[config.mk]
export PLATFORM = sky130hd
export DESIGN_NAME = iomem_narrow_bridge
export DESIGN_NICKNAME = d
export VERILOG_FILES = /design/src/rtl/iomem_bridge_pkg.sv /design/src/rtl/iomem_bridge_timeout.sv /design/src/rtl/iomem_narrow_bridge.sv
export SDC_FILE = /design/constraint.sdc
export NUM_CORES = 1
export LEC_CHECK = 0
export BUFFER_PORTS_ARGS = -buffer_cell sky130_fd_sc_hd__buf_2
export CAP_MARGIN = 30
export CELL_PAD_IN_SITES_DETAIL_PLACEMENT = 1
export CELL_PAD_IN_SITES_GLOBAL_PLACEMENT = 2
export CORE_MARGIN = 2
export CORE_UTILIZATION = 34
export CTS_BUF_LIST = sky130_fd_sc_hd__clkbuf_4
export DETAILED_ROUTE_END_ITERATION = 6
export PLACE_DENSITY = 0.87
export SLEW_MARGIN = 40
export SYNTH_ARGS = -nofsm -noshare
export SYNTH_HDL_FRONTEND = slang
export SYNTH_HIERARCHICAL = 1
export SYNTH_SLANG_ARGS = --single-unit
[constraint.sdc]
create_clock -name clk -period 2.9 [get_ports clk]
set_clock_uncertainty 0.15 [all_clocks]
set_input_delay 0 -clock clk [delete_from_list [all_inputs] [get_ports clk]]
set_output_delay 0 -clock clk [all_outputs]
set_load 0.01 [all_outputs]
[src/rtl/iomem_bridge_pkg.sv]
// Shared types and constants for the iomem narrow bridge.
// Latency: n/a (types and constant functions only).
// Backpressure: n/a.
// Contents: FSM state enum, beats-per-word constant function, error read word.
package iomem_bridge_pkg;

  typedef enum logic [2:0] {
    IDLE,
    CMD,
    ADDR,
    WDATA,
    TURN,
    WAIT,
    RDATA,
    DONE
  } state_t;

  // Read data returned when the target never answers.
  localparam logic [31:0] ERR_WORD = 32'hFFFF_FFFF;

  // N: number of external beats needed to move one 32-bit word.
  function automatic int n_beats(input int data_w);
    return 32 / data_w;
  endfunction

endpackage

[src/rtl/iomem_bridge_timeout.sv]
// Counts consecutive no-ack cycles and flags when the limit is hit.
// Latency: expired is combinational, asserted during the TIMEOUT_CYC-th counted cycle.
// Backpressure: none; en/clr are driven every cycle by the bridge FSM.
// Ports: clk, resetn (async active-low); en = a waiting cycle without ack;
//        clr = restart the count (ack seen or not waiting); expired = abort now.
module iomem_bridge_timeout #(
  parameter int TIMEOUT_CYC = 255
) (
  input  logic clk,
  input  logic resetn,
  input  logic en,
  input  logic clr,
  output logic expired
);

  // The count only needs to reach TIMEOUT_CYC-1: expiry is decided in the
  // cycle that would have made it TIMEOUT_CYC.
  localparam int CNT_W = (TIMEOUT_CYC > 1) ? $clog2(TIMEOUT_CYC) : 1;
  localparam logic [CNT_W-1:0] LAST = (TIMEOUT_CYC > 0) ? CNT_W'(TIMEOUT_CYC - 1) : '0;

  logic [CNT_W-1:0] cnt;

  // TIMEOUT_CYC == 0 disables the abort entirely.
  assign expired = (TIMEOUT_CYC != 0) && en && (cnt == LAST);

  always_ff @(posedge clk or negedge resetn) begin
    if (!resetn) begin
      cnt <= '0;
    end else if (clr) begin
      cnt <= '0;
    end else if (en && (TIMEOUT_CYC != 0) && !expired) begin
      cnt <= cnt + CNT_W'(1);
    end
  end

endmodule

[src/rtl/iomem_narrow_bridge.sv]
// Bridges a 32-bit iomem request onto a narrow framed external bus (cmd, addr, data beats).
// Latency: write 2N+3 cycles, read 2N+3 cycles valid-to-ready with zero-wait acks.
// Backpressure: target stalls by withholding ext_ack in WAIT/RDATA; optional timeout aborts.
// Ports: iomem_valid/ready/wstrb/addr/wdata/rdata = core side (ready is a 1-cycle pulse);
//        ext_frame/oe/do/di/ack = external bus; bus_err pulses with ready on timeout.
module iomem_narrow_bridge
  import iomem_bridge_pkg::*;
#(
  parameter int DATA_W      = 8,
  parameter int TIMEOUT_CYC = 255
) (
  input  logic              clk,
  input  logic              resetn,
  input  logic              iomem_valid,
  output logic              iomem_ready,
  input  logic [3:0]        iomem_wstrb,
  input  logic [31:0]       iomem_addr,
  input  logic [31:0]       iomem_wdata,
  output logic [31:0]       iomem_rdata,
  output logic              ext_frame,
  output logic              ext_oe,
  output logic [DATA_W-1:0] ext_do,
  input  logic [DATA_W-1:0] ext_di,
  input  logic              ext_ack,
  output logic              bus_err
);

  localparam int         N         = n_beats(DATA_W);
  localparam logic [3:0] LAST_BEAT = 4'(N - 1);

  state_t      state;
  logic [3:0]  beat_cnt;
  logic [31:0] addr_sh;
  logic [31:0] wdata_sh;
  logic [31:0] rdata_sh;
  logic        is_wr;

  logic        in_wait;
  logic        tmo_en;
  logic        tmo_clr;
  logic        tmo_expired;
  logic [31:0] rdata_nxt;

  // Acks only matter while waiting for the target; elsewhere they are ignored.
  assign in_wait = (state == WAIT) || (state == RDATA);
  assign tmo_en  = in_wait && !ext_ack;
  assign tmo_clr = !in_wait || ext_ack;

  // Incoming beats enter at the top so the first (LSB) beat ends up at bit 0.
  assign rdata_nxt = 32'({ext_di, rdata_sh} >> DATA_W);

  iomem_bridge_timeout #(
    .TIMEOUT_CYC(TIMEOUT_CYC)
  ) u_timeout (
    .clk    (clk),
    .resetn (resetn),
    .en     (tmo_en),
    .clr    (tmo_clr),
    .expired(tmo_expired)
  );

  // Bus outputs are registered: each transition loads the values the
  // destination state must present during its own cycle.
  always_ff @(posedge clk or negedge resetn) begin
    if (!resetn) begin
      state       <= IDLE;
      beat_cnt    <= '0;
      addr_sh     <= '0;
      wdata_sh    <= '0;
      rdata_sh    <= '0;
      is_wr       <= 1'b0;
      iomem_ready <= 1'b0;
      iomem_rdata <= '0;
      bus_err     <= 1'b0;
      ext_frame   <= 1'b0;
      ext_oe      <= 1'b0;
      ext_do      <= '0;
    end else begin
      case (state)
        IDLE: begin
          if (iomem_valid) begin
            addr_sh   <= iomem_addr;
            wdata_sh  <= iomem_wdata;
            is_wr     <= |iomem_wstrb;
            beat_cnt  <= '0;
            ext_frame <= 1'b1;
            ext_oe    <= 1'b1;
            ext_do    <= DATA_W'(iomem_wstrb);
            state     <= CMD;
          end
        end

        CMD: begin
          ext_do   <= addr_sh[DATA_W-1:0];
          addr_sh  <= addr_sh >> DATA_W;
          beat_cnt <= '0;
          state    <= ADDR;
        end

        ADDR: begin
          if (beat_cnt == LAST_BEAT) begin
            beat_cnt <= '0;
            if (is_wr) begin
              ext_do   <= wdata_sh[DATA_W-1:0];
              wdata_sh <= wdata_sh >> DATA_W;
              state    <= WDATA;
            end else begin
              ext_oe <= 1'b0;
              ext_do <= '0;
              state  <= TURN;
            end
          end else begin
            ext_do   <= addr_sh[DATA_W-1:0];
            addr_sh  <= addr_sh >> DATA_W;
            beat_cnt <= beat_cnt + 4'd1;
          end
        end

        WDATA: begin
          if (beat_cnt == LAST_BEAT) begin
            beat_cnt <= '0;
            ext_oe   <= 1'b0;
            ext_do   <= '0;
            state    <= WAIT;
          end else begin
            ext_do   <= wdata_sh[DATA_W-1:0];
            wdata_sh <= wdata_sh >> DATA_W;
            beat_cnt <= beat_cnt + 4'd1;
          end
        end

        // One dead cycle so the target can take over the data lines.
        TURN: begin
          beat_cnt <= '0;
          state    <= RDATA;
        end

        WAIT: begin
          if (ext_ack) begin
            ext_frame   <= 1'b0;
            iomem_ready <= 1'b1;
            state       <= DONE;
          end else if (tmo_expired) begin
            ext_frame   <= 1'b0;
            iomem_ready <= 1'b1;
            bus_err     <= 1'b1;
            state       <= DONE;
          end
        end

        RDATA: begin
          if (ext_ack) begin
            rdata_sh <= rdata_nxt;
            if (beat_cnt == LAST_BEAT) begin
              iomem_rdata <= rdata_nxt;
              ext_frame   <= 1'b0;
              iomem_ready <= 1'b1;
              state       <= DONE;
            end else begin
              beat_cnt <= beat_cnt + 4'd1;
            end
          end else if (tmo_expired) begin
            iomem_rdata <= ERR_WORD;
            ext_frame   <= 1'b0;
            iomem_ready <= 1'b1;
            bus_err     <= 1'b1;
            state       <= DONE;
          end
        end

        // iomem_valid is still high here; it is deliberately not sampled.
        DONE: begin
          iomem_ready <= 1'b0;
          bus_err     <= 1'b0;
          state       <= IDLE;
        end

        default: state <= IDLE;
      endcase
    end
  end

endmodule
## Word-level counts from Yosys, hierarchy flattened

Cells that the tools add are included.

- Flip-flop bits (word level): 156
- Bits of input ports: 80
- Output and inout port bits: 44
- Word-level logic and storage cells: 120

- $add $sub $neg: 2
- Equality and inequality tests: 22
- Mux-type cells: 49
- Reduce and logical (&&, ||, !) cells: 34

Operator list:

| kind | count |
|---|---|
| two-way mux 32 bit | 9 |
| one-hot mux 32 bit (3 select lines) | 2 |
| two-way mux 8 bit | 6 |
| one-hot mux 8 bit (4 select lines) | 1 |
| two-way mux 3 bit | 8 |
| one-hot mux 3 bit (8 select lines) | 1 |
| != test 2 bit, second input constant | 10 |
| two-way mux 4 bit | 4 |
| one-hot mux 4 bit (4 select lines) | 1 |
| two-way mux 1 bit | 13 |
| equality test 3 bit, second input constant | 4 |
| AND reduction 3 bit | 4 |
| nonzero test 3 bit | 4 |
| AND reduction 5 bit | 2 |
| one-hot mux 1 bit (3 select lines) | 3 |
| adder 8 x 1 -> 8 bit, second input constant | 1 |
| equality test 8 bit, second input constant | 1 |
| AND reduction 2 bit | 4 |
| AND reduction 4 bit | 2 |
| nonzero test 4 bit | 2 |
| equality test 3 x 2 -> 1 bit, second input constant | 2 |
| nonzero test 2 bit | 3 |
| OR reduction 2 bit | 3 |
| adder 4 x 1 -> 4 bit, second input constant | 1 |
| 10 further kinds | 16 |

## Longest topological paths before layout

Gate-level depths: netlist of the first run.

- Depth in word-level cells: 8
- Gate-level depth with buffers: 11
- Mapped depth without buffers: 8

## By module

Netlist of the first run, hierarchy kept.

Modules (own cells, without submodules):

| module | times used | cells an instance | area each (µm²) | seq. area each (µm²) |
|---|---|---|---|---|
| iomem_narrow_bridge | 1 | 537 | 6,287.3 | 3,503.4 |
| iomem_bridge_timeout | 1 | 48 | 506.7 | 200.2 |

## Worst setup path before layout of the first run

No wires, ideal clock.

- Path kind: register to register
- Start point: reg state[2]
- End point: reg iomem_rdata[15]
- Library setup time: 0.065 ns
- Data arrival time: 2.675 ns
- Data required time: 2.685 ns
- Slack: 0.010 ns
- Stages on the path, launching flop included: 12
- Clock period less this slack: 2.890 ns
- Cells stage by stage: dfrtp_1 clkbuf_1 clkbuf_1 buf_1 nand2_1 nor2_1 and3_2 nor2b_1 a21oi_1 nor4_2 clkbuf_1 o22a_1

- Longest elaborated chain between the ends: 6
- Elaborated cells between the ends (all ways): 7
- Classes of those cells: 2 x eq/ne; 5 x reduce/logical

Ends and longest elaborated chain:

| item | RTL line | source |
|---|---|---|
| start, declared | iomem_narrow_bridge.sv:31 | `state_t state;` |
| start signal, assigned | iomem_narrow_bridge.sv:66 | `state <= IDLE;` |
| start signal, assigned | iomem_narrow_bridge.sv:89 | `state <= CMD;` |
| start signal, assigned | iomem_narrow_bridge.sv:97 | `state <= ADDR;` |
| equality test 3 bit | iomem_narrow_bridge.sv:45 | `assign in_wait = (state == WAIT) \|\| (state == RDATA);` |
| logical OR 1 bit * | iomem_narrow_bridge.sv:45 |  |
| logical AND 1 bit * | iomem_narrow_bridge.sv:46 | `assign tmo_en = in_wait && !ext_ack;` |
| via tmo_en | iomem_narrow_bridge.sv:39 | `logic tmo_en;` |
| logical AND 1 bit * | iomem_bridge_timeout.sv:24 | `assign expired = (TIMEOUT_CYC != 0) && en && (cnt == LAST);` |
| via tmo_expired | iomem_narrow_bridge.sv:41 | `logic tmo_expired;` |
| nonzero test 2 bit (no line) * | n/a |  |
| AND reduction 3 bit (no line) * | n/a |  |
| end signal, assigned | iomem_narrow_bridge.sv:155 | `iomem_rdata <= rdata_nxt;` |
| end, declared | iomem_narrow_bridge.sv:19 | `output logic [31:0] iomem_rdata,` |

Mark *: on every way through the listed nets, which the timed path passes. The rest lies on a longest branch.
A chain may end at the register's enable or synchronous reset.

## Worst setup path in the final report of the first run

- Start point: reg state[1]
- End point: reg iomem_rdata[31]

The elaborated chain is that of the path after synthesis.

==> results of run 1 <==
==> metal layers <==
layer | wire length (um) | GRT usage | share of wire | vias up
met5 | 0 | 0 | 0 | -
met4 | 459 | 0.06814 | 0.024 | 0
met3 | 714 | 0.04169 | 0.038 | 38
met2 | 9607 | 0.3213 | 0.51 | 119
met1 | 8132 | 0.2199 | 0.43 | 2697
li1 | - | - | - | 2544
==> worst paths after layout <==
kind                                      from              end  slack [ps]  cells past startpoint
worst max-delay path                  state[1]  iomem_rdata[31]         270                     10
worst min-delay path            iomem_addr[25]      addr_sh[25]          60                      4
worst max register to register        state[1]  iomem_rdata[31]         270                     10
worst min register to register     rdata_sh[8]   iomem_rdata[0]         350                      1
max in group asynchronous               resetn     rdata_sh[24]        1600                      5
min in group asynchronous               resetn      addr_sh[31]         390                      4
==> sequential cells by signal, indices dropped and copies added (netlist names) <==
register / flops
u_timeout/cnt: 8
iomem_rdata: 32
ext_do: 8
rdata_sh: 24
iomem_ready: 1
wdata_sh: 32
addr_sh: 32
is_wr: 1
ext_oe: 1
bus_err: 1
beat_cnt: 4
state: 3
ext_frame: 1
==> cell families after synthesis <==
family / count (synthesis) / share of synthesized area
AO/OA/AOI/OAI: 137 / 0.1514
flip-flops: 148 / 0.5451
XOR/XNOR: 1 / 0.001289
AND/OR/NAND/NOR: 164 / 0.1171
adder cells (fa/ha/maj): 3 / 0.005525
buffers and inverters: 56 / 0.03886
multiplexers: 76 / 0.1407
==> placed cells by master, fill, tap and decap left out, types with 7 or more instances in the layout <==
master / Yosys / final
sky130_fd_sc_hd__nand2_1: 57 / 57
sky130_fd_sc_hd__mux2_4: 24 / 24
sky130_fd_sc_hd__buf_4: 1 / 12
sky130_fd_sc_hd__a21bo_2: 8 / 8
sky130_fd_sc_hd__mux2_2: 50 / 50
sky130_fd_sc_hd__clkbuf_4: 0 / 17
sky130_fd_sc_hd__nor2b_1: 9 / 9
sky130_fd_sc_hd__a31oi_1: 29 / 29
sky130_fd_sc_hd__nand3_1: 23 / 23
sky130_fd_sc_hd__nor2_1: 39 / 39
sky130_fd_sc_hd__o21ai_0: 22 / 22
sky130_fd_sc_hd__nor3_1: 8 / 8
sky130_fd_sc_hd__o22a_1: 32 / 32
sky130_fd_sc_hd__a221o_1: 7 / 7
sky130_fd_sc_hd__dlygate4sd3_1: 0 / 91
sky130_fd_sc_hd__buf_2: 5 / 122
sky130_fd_sc_hd__dfrtp_1: 148 / 147
sky130_fd_sc_hd__a21oi_1: 12 / 12
sky130_fd_sc_hd__inv_1: 14 / 14
==> cell type report <==
cell class | instances | area [um2]
antenna | 3 | 7.507
tap | 265 | 331.6
timing repair buffer | 230 | 1722
inverter | 14 | 52.55
fill | 2171 | 10550
sequential | 148 | 3705
multi-input combinational | 381 | 2846
clock inverter | 15 | 182.7
clock buffer | 17 | 127.6
==> power breakdown <==
group / internal [W] / switching [W]
registers: 0.00292 / 0.000568
logic: 0.00190 / 0.00206
clock network: 0.000480 / 0.000903
total: 0.00530 / 0.00353
==> worst register-to-register path: stages (launching register included) <==
cell,delay [ps]
sky130_fd_sc_hd__dfrtp_2,440
sky130_fd_sc_hd__xor2_1,330
sky130_fd_sc_hd__nand2_1,130
sky130_fd_sc_hd__nor2_1,110
sky130_fd_sc_hd__buf_4,150
sky130_fd_sc_hd__and3_2,190
sky130_fd_sc_hd__nor2b_1,200
sky130_fd_sc_hd__a21oi_1,100
sky130_fd_sc_hd__nor4_4,170
sky130_fd_sc_hd__buf_4,380
sky130_fd_sc_hd__o22a_1,240
==> what timing repair did <==
action,4_1_cts,5_1_grt
hold buffers,92,0
hold endpoints to repair,269,0
gates resized for setup,0,0
==> metrics by stage <==
stage	cell area, um2	power, W	setup WS (ps)
CTS	8967	0.008914	289.0
finish	8975	0.008826	265.0
global placement	7687	0.007129	444.1
floorplan	6794	0.006171	9.881
global route	8975	0.009488	62.53
detailed placement	7719	0.007392	331.4
==> impl_metrics.yaml, run 1 <==
clock_network:
  cts_root_buf: "sky130_fd_sc_hd__clkbuf_4"
  clock_path_buffers: 2
  cts_made_buffers: 17
  cts.sink_count: 148
  path_clk_slew_ps: 150
  h-tree-depth: 4
  post_cts.repair.setup_buffers: 0
  tritoncts_clock_tree: "done"
  clock_latency_ps: 570
placement:
  detailed_place_hpwl_um: 12010
  routabilityCongestion: 0.7730
  place.port_buffers: 123
  numPlacedInstances: 946
power:
  static-leakage-power_nw: 4.216
  powerDensity_mw_per_mm2: 983.4
  vdd_ir_drop_max_v: 0.0004240
timing:
  final.setup.tns_ps: 0
  grt_setup_unrepaired: "no"
  report.final.setup_viol: 0
  timing.fmax_mhz: 379.5
  tightestPinTransition_ps: 750.0
  finalCritPeriodShare: 0.9086
  max_slew_headroom: 0.4954
  finalCriticalPeriod_ps: 2635
  worst_hold_slack_ps: 60.68
  timing_hold_violations_final: 0
  final_max_slew_viol_count: 0
detailed_routing:
  initialDrtViolationCount: 214
  drt-vias-per-instance: 5.031
  detailroute.via_count: 5398
  routedWlPerCell_um: 17.63
  drt_pass1_iterations: 6
  wirelength_um: 18910
  drc_errors: 0
  detail-route-antenna-nets: 0
status:
  outcome: "complete, no violations"
die:
  floorplan.die.width_um: 145.4
  die_h_um: 145.4
  core-area_mm2: 0.01953
  placementRows: 51
  total_die_area_mm2: 0.02113
  io_pins: 124
  initial_core_util: 0.3479
worst_setup_path:
  crit_path_start_kind: "flip-flop"
  critPathRequiredTime_ps: 3250
  path_buf_inv: 2
  critPathMaxFanout: 32
  worst_path_most_repeated_cell: "sky130_fd_sc_hd__buf_4"
  critical_path.cell_chain: "xor2_1 -> nand2_1 -> nor2_1 -> buf_4 -> and3_2 -> nor2b_1 -> a21oi_1 -> nor4_4 -> buf_4 -> o22a_1"
  critPathCaptureType: "flip-flop"
  worst_path_dominant_cell_family: "simple AND/OR/NAND/NOR gates"
  crit_arrival_ps: 2990
  critical_path.slowest_cell: "sky130_fd_sc_hd__dfrtp_2"
  type_of_the_setup_path_with_the_least_slack: "reg -> reg"
  cpPeakStageDelay_ps: 440
final_layout:
  postLayoutCoreUtil: 0.4596
  fin_nets: 875
  layout-drive-gt1-share: 0.3329
  layoutNonFillerInstCount: 1073
  area_delta_synth_final_pct: 32.10
logic_synthesis:
  postSynth.topFlopCell: "sky130_fd_sc_hd__dfrtp_1"
  post-synth-top-area-fraction: 0.5451
  synthesis.area_per_instance_um2: 11.61
  synth.cells.most_frequent: "sky130_fd_sc_hd__dfrtp_1, sky130_fd_sc_hd__nand2_1, sky130_fd_sc_hd__mux2_2"
  seq_area_frac_synth: 0.5451
  synthesis.yosys.warnings: 6
  syn_std_cell_area_mm2: 0.006794
  synthMostInstantiatedCell: "sky130_fd_sc_hd__dfrtp_1"
  synth_area_leaders: "sky130_fd_sc_hd__dfrtp_1, sky130_fd_sc_hd__mux2_2, sky130_fd_sc_hd__mux2_4"
  post_synth_num_cell_types: 61
  register_bit_count_reported_by_yosys: 148
  netlist_instances: 585
  synth_top_area_cell: "sky130_fd_sc_hd__dfrtp_1"
  synth_edf_count: 0
  postSynth.asyncResetShare: 1.000
  synthesis.nets: 668
worst_hold_path:
  min_path_type: "in -> reg"
global_route:
  global_route.usage.total: 0.1830
  grt_pass1_vias: 6037
  grt-ovfl-total: 0
  grt_pass1_wl_um: 31330
  largest_net_degree_at_the_start_of_global_routing: 79
  antenna_violations_before_repair: 3
job:
  max-cap-violations: 0
Power figures use the tool's default switching activity.
==> run 2: changes to the inputs <==
CORE_UTILIZATION = 35   (was 34)
PLACE_DENSITY = 0.88   (was 0.87)
SYNTH_HIERARCHICAL = default   (was 1)
==> impl_metrics.yaml, run 2 <==
status:
  outcome: "complete, no violations"
global_route:
  grt_pass1_wl_um: 28610
  largest_net_degree_at_the_start_of_global_routing: 92
  grt_pass1_vias: 5696
  grt-ovfl-total: 0
  antenna_violations_before_repair: 1
  global_route.usage.total: 0.1777
detailed_routing:
  detailroute.via_count: 5063
  drt-vias-per-instance: 4.882
  detail-route-antenna-nets: 0
  routedWlPerCell_um: 16.76
  drc_errors: 0
  drt_pass1_iterations: 4
  initialDrtViolationCount: 160
  wirelength_um: 17380
power:
  static-leakage-power_nw: 4.124
  powerDensity_mw_per_mm2: 982.5
  power.switching_fraction: 0.3739
  clock_power_share: 0.158
  share_seq_of_total_power: 0.399
  net-switching-power_w: 0.003268
  internal-power_w: 0.005472
  power.share.combinational: 0.442
  design_power_total_w: 0.008739
  vdd_ir_drop_max_v: 0.0003230
final_layout:
  layout.cells.most_common: "sky130_fd_sc_hd__dfrtp_1"
  fin_nets: 846
  layoutNonFillerInstCount: 1037
  mostFrequentLayoutCells: "sky130_fd_sc_hd__dfrtp_1, sky130_fd_sc_hd__buf_2, sky130_fd_sc_hd__mux2_2"
  area_delta_synth_final_pct: 31.28
  biggestRegsByFlops: "addr_sh x32, iomem_rdata x32, wdata_sh x32"
  layout-drive-gt1-share: 0.3750
  postLayoutCoreUtil: 0.4724
logic_synthesis:
  syn_std_cell_area_mm2: 0.006775
  netlist_instances: 549
  seq_area_frac_synth: 0.5466
  synth_area_leaders: "sky130_fd_sc_hd__dfrtp_1, sky130_fd_sc_hd__mux2_2, sky130_fd_sc_hd__o22a_1"
  postSynth.asyncResetShare: 1.000
  synthMostInstantiatedCell: "sky130_fd_sc_hd__dfrtp_1"
  synthesis.area_per_instance_um2: 12.34
  post_synth_num_cell_types: 51
  register_bit_count_reported_by_yosys: 148
  synth_edf_count: 0
  synth.cells.most_frequent: "sky130_fd_sc_hd__dfrtp_1, sky130_fd_sc_hd__mux2_2, sky130_fd_sc_hd__nand2_1"
  postSynth.topFlopCell: "sky130_fd_sc_hd__dfrtp_1"
  synth_top_area_cell: "sky130_fd_sc_hd__dfrtp_1"
  synthesis.nets: 632
  post-synth-top-area-fraction: 0.5466
  synthesis.yosys.warnings: 0
clock_network:
  cts_repair_resize_count: 0
  cts-hold-fix-buffers: 90
  clock_latency_ps: 560
  cts_root_buf: "sky130_fd_sc_hd__clkbuf_4"
  tritoncts_clock_tree: "done"
  clock_path_buffers: 2
  h-tree-depth: 4
  cts_made_buffers: 17
  cts.sink_count: 148
  path_clk_slew_ps: 160
  post_cts.repair.setup_buffers: 0
die:
  io_pins: 124
  die_h_um: 143.1
  initial_core_util: 0.3598
  floorplan.die.width_um: 143.1
  placementRows: 50
  core-area_mm2: 0.01883
  total_die_area_mm2: 0.02049
timing:
  report.final.setup_viol: 0
  grt_setup_unrepaired: "no"
  final_max_slew_viol_count: 0
  tightestPinTransition_ps: 760.9
  finalCritPeriodShare: 0.8964
  timing.fmax_mhz: 384.7
  final.setup.tns_ps: 0
  timing_hold_violations_final: 0
  worst_slack_ps: 300.3
  max_slew_headroom: 0.4927
  finalCriticalPeriod_ps: 2600
worst_setup_path:
  crit_path_start_kind: "flip-flop"
  critical_path.slowest_cell: "sky130_fd_sc_hd__dlygate4sd3_1"
  critPathCaptureType: "flip-flop"
  worst_path_dominant_cell_family: "buffers and inverters"
  path_buf_inv: 3
  critPathRequiredTime_ps: 3260
  critical_path.cell_chain: "inv_1 -> ha_1 -> and3_1 -> nand3_1 -> a21oi_2 -> buf_4 -> o22a_1 -> dlygate4sd3_1"
  type_of_the_setup_path_with_the_least_slack: "reg -> reg"
  cpPeakStageDelay_ps: 550
  crit_arrival_ps: 2960
  critPathMaxFanout: 32
placement:
  numPlacedInstances: 914
  place_worst_setup_slack_ps: 427.6
  detailed_place_hpwl_um: 11380
  routabilityCongestion: 0.8280
  place.port_buffers: 123
job:
  max-cap-violations: 0
worst_hold_path:
  min_path_type: "in -> reg"
## run 2: cell types whose count changed after synthesis, moves of 17 or more
cell                       change
sky130_fd_sc_hd__mux2_2       +59
sky130_fd_sc_hd__a31oi_1      -28
sky130_fd_sc_hd__mux2_4       -24
sky130_fd_sc_hd__nor2_1       -21
sky130_fd_sc_hd__mux2i_1      +20
sky130_fd_sc_hd__clkbuf_1     -19
sky130_fd_sc_hd__nand2_1      -17
## run 2: power by group through the flow
stage	registers [W]	clock network (W)	logic, W
after CTS	0.00349	0.00144	0.00391
after global routing	0.00360	0.00153	0.00424
after detailed placement	0.00354	0	0.00376
final	0.00349	0.00138	0.00387
after floorplan	0.00339	0	0.00289
after global placement	0.00346	0	0.00356
## run 2: final timing paths
check                                 startpoint              end  slack, ps  cells past startpoint
worst max register to register  u_timeout.cnt[0]  iomem_rdata[28]        300                      8
worst min-delay path             iomem_wdata[28]     wdata_sh[28]         70                      4
min in group asynchronous                 resetn     wdata_sh[28]        450                      3
worst min register to register   iomem_rdata[30]  iomem_rdata[30]        350                      1
worst max-delay path            u_timeout.cnt[0]  iomem_rdata[28]        300                      8
max in group asynchronous                 resetn     rdata_sh[19]       1310                      4
## run 2: worst reg2reg max path: stages (launching register included)
cell	delay (ps)
sky130_fd_sc_hd__dfrtp_1	430
sky130_fd_sc_hd__inv_1	100
sky130_fd_sc_hd__ha_1	180
sky130_fd_sc_hd__and3_1	280
sky130_fd_sc_hd__nand3_1	160
sky130_fd_sc_hd__a21oi_2	140
sky130_fd_sc_hd__buf_4	350
sky130_fd_sc_hd__o22a_1	230
sky130_fd_sc_hd__dlygate4sd3_1	550
## run 2: area by class of cell
| type | count | area (um2) |
|---|---|---|
| antenna | 1 | 2.502 |
| sequential | 148 | 3704 |
| multi-input combinational | 342 | 2800 |
| tap | 260 | 325.3 |
| clock buffer | 17 | 127.6 |
| fill | 2023 | 9936 |
| clock inverter | 15 | 187.7 |
| timing repair buffer | 228 | 1650 |
| inverter | 26 | 97.59 |
## run 2: metrics by stage
| step | hold WS, ps | cell area, um2 |
|---|---|---|
| after floorplan | -445.6 | 6775 |
| after global placement | -21.30 | 7674 |
| final | 71.70 | 8895 |
| after CTS | 6.229 | 8890 |
| after detailed placement | 3.371 | 7674 |
| after global routing | 25.50 | 8895 |
## run 2: cell families (layout without fill, tap and decap cells)
| family | Yosys count | after routing | synth area share |
|---|---|---|---|
| other | 0 | 1 | 0 |
| and+or+nand+nor | 100 | 100 | 0.07258 |
| AOI/OAI and AO/OA | 101 | 101 | 0.1091 |
| DFF | 148 | 148 | 0.5466 |
| buffers and inverters | 59 | 286 | 0.04173 |
| adders and majority gates | 3 | 3 | 0.005541 |
| muxes | 132 | 132 | 0.2155 |
| xor gates and xnor gates | 6 | 6 | 0.008865 |
## run 2: routing by layer
metal  track usage  share of wire  vias up  wire length (um)
met1        0.2116           0.42     2570              7376
met5             0              0        -                 0
li1              -              -     2387                 -
met2        0.3196           0.54       85              9314
met3       0.03823          0.025       21               440
met4       0.05524          0.014        0               250
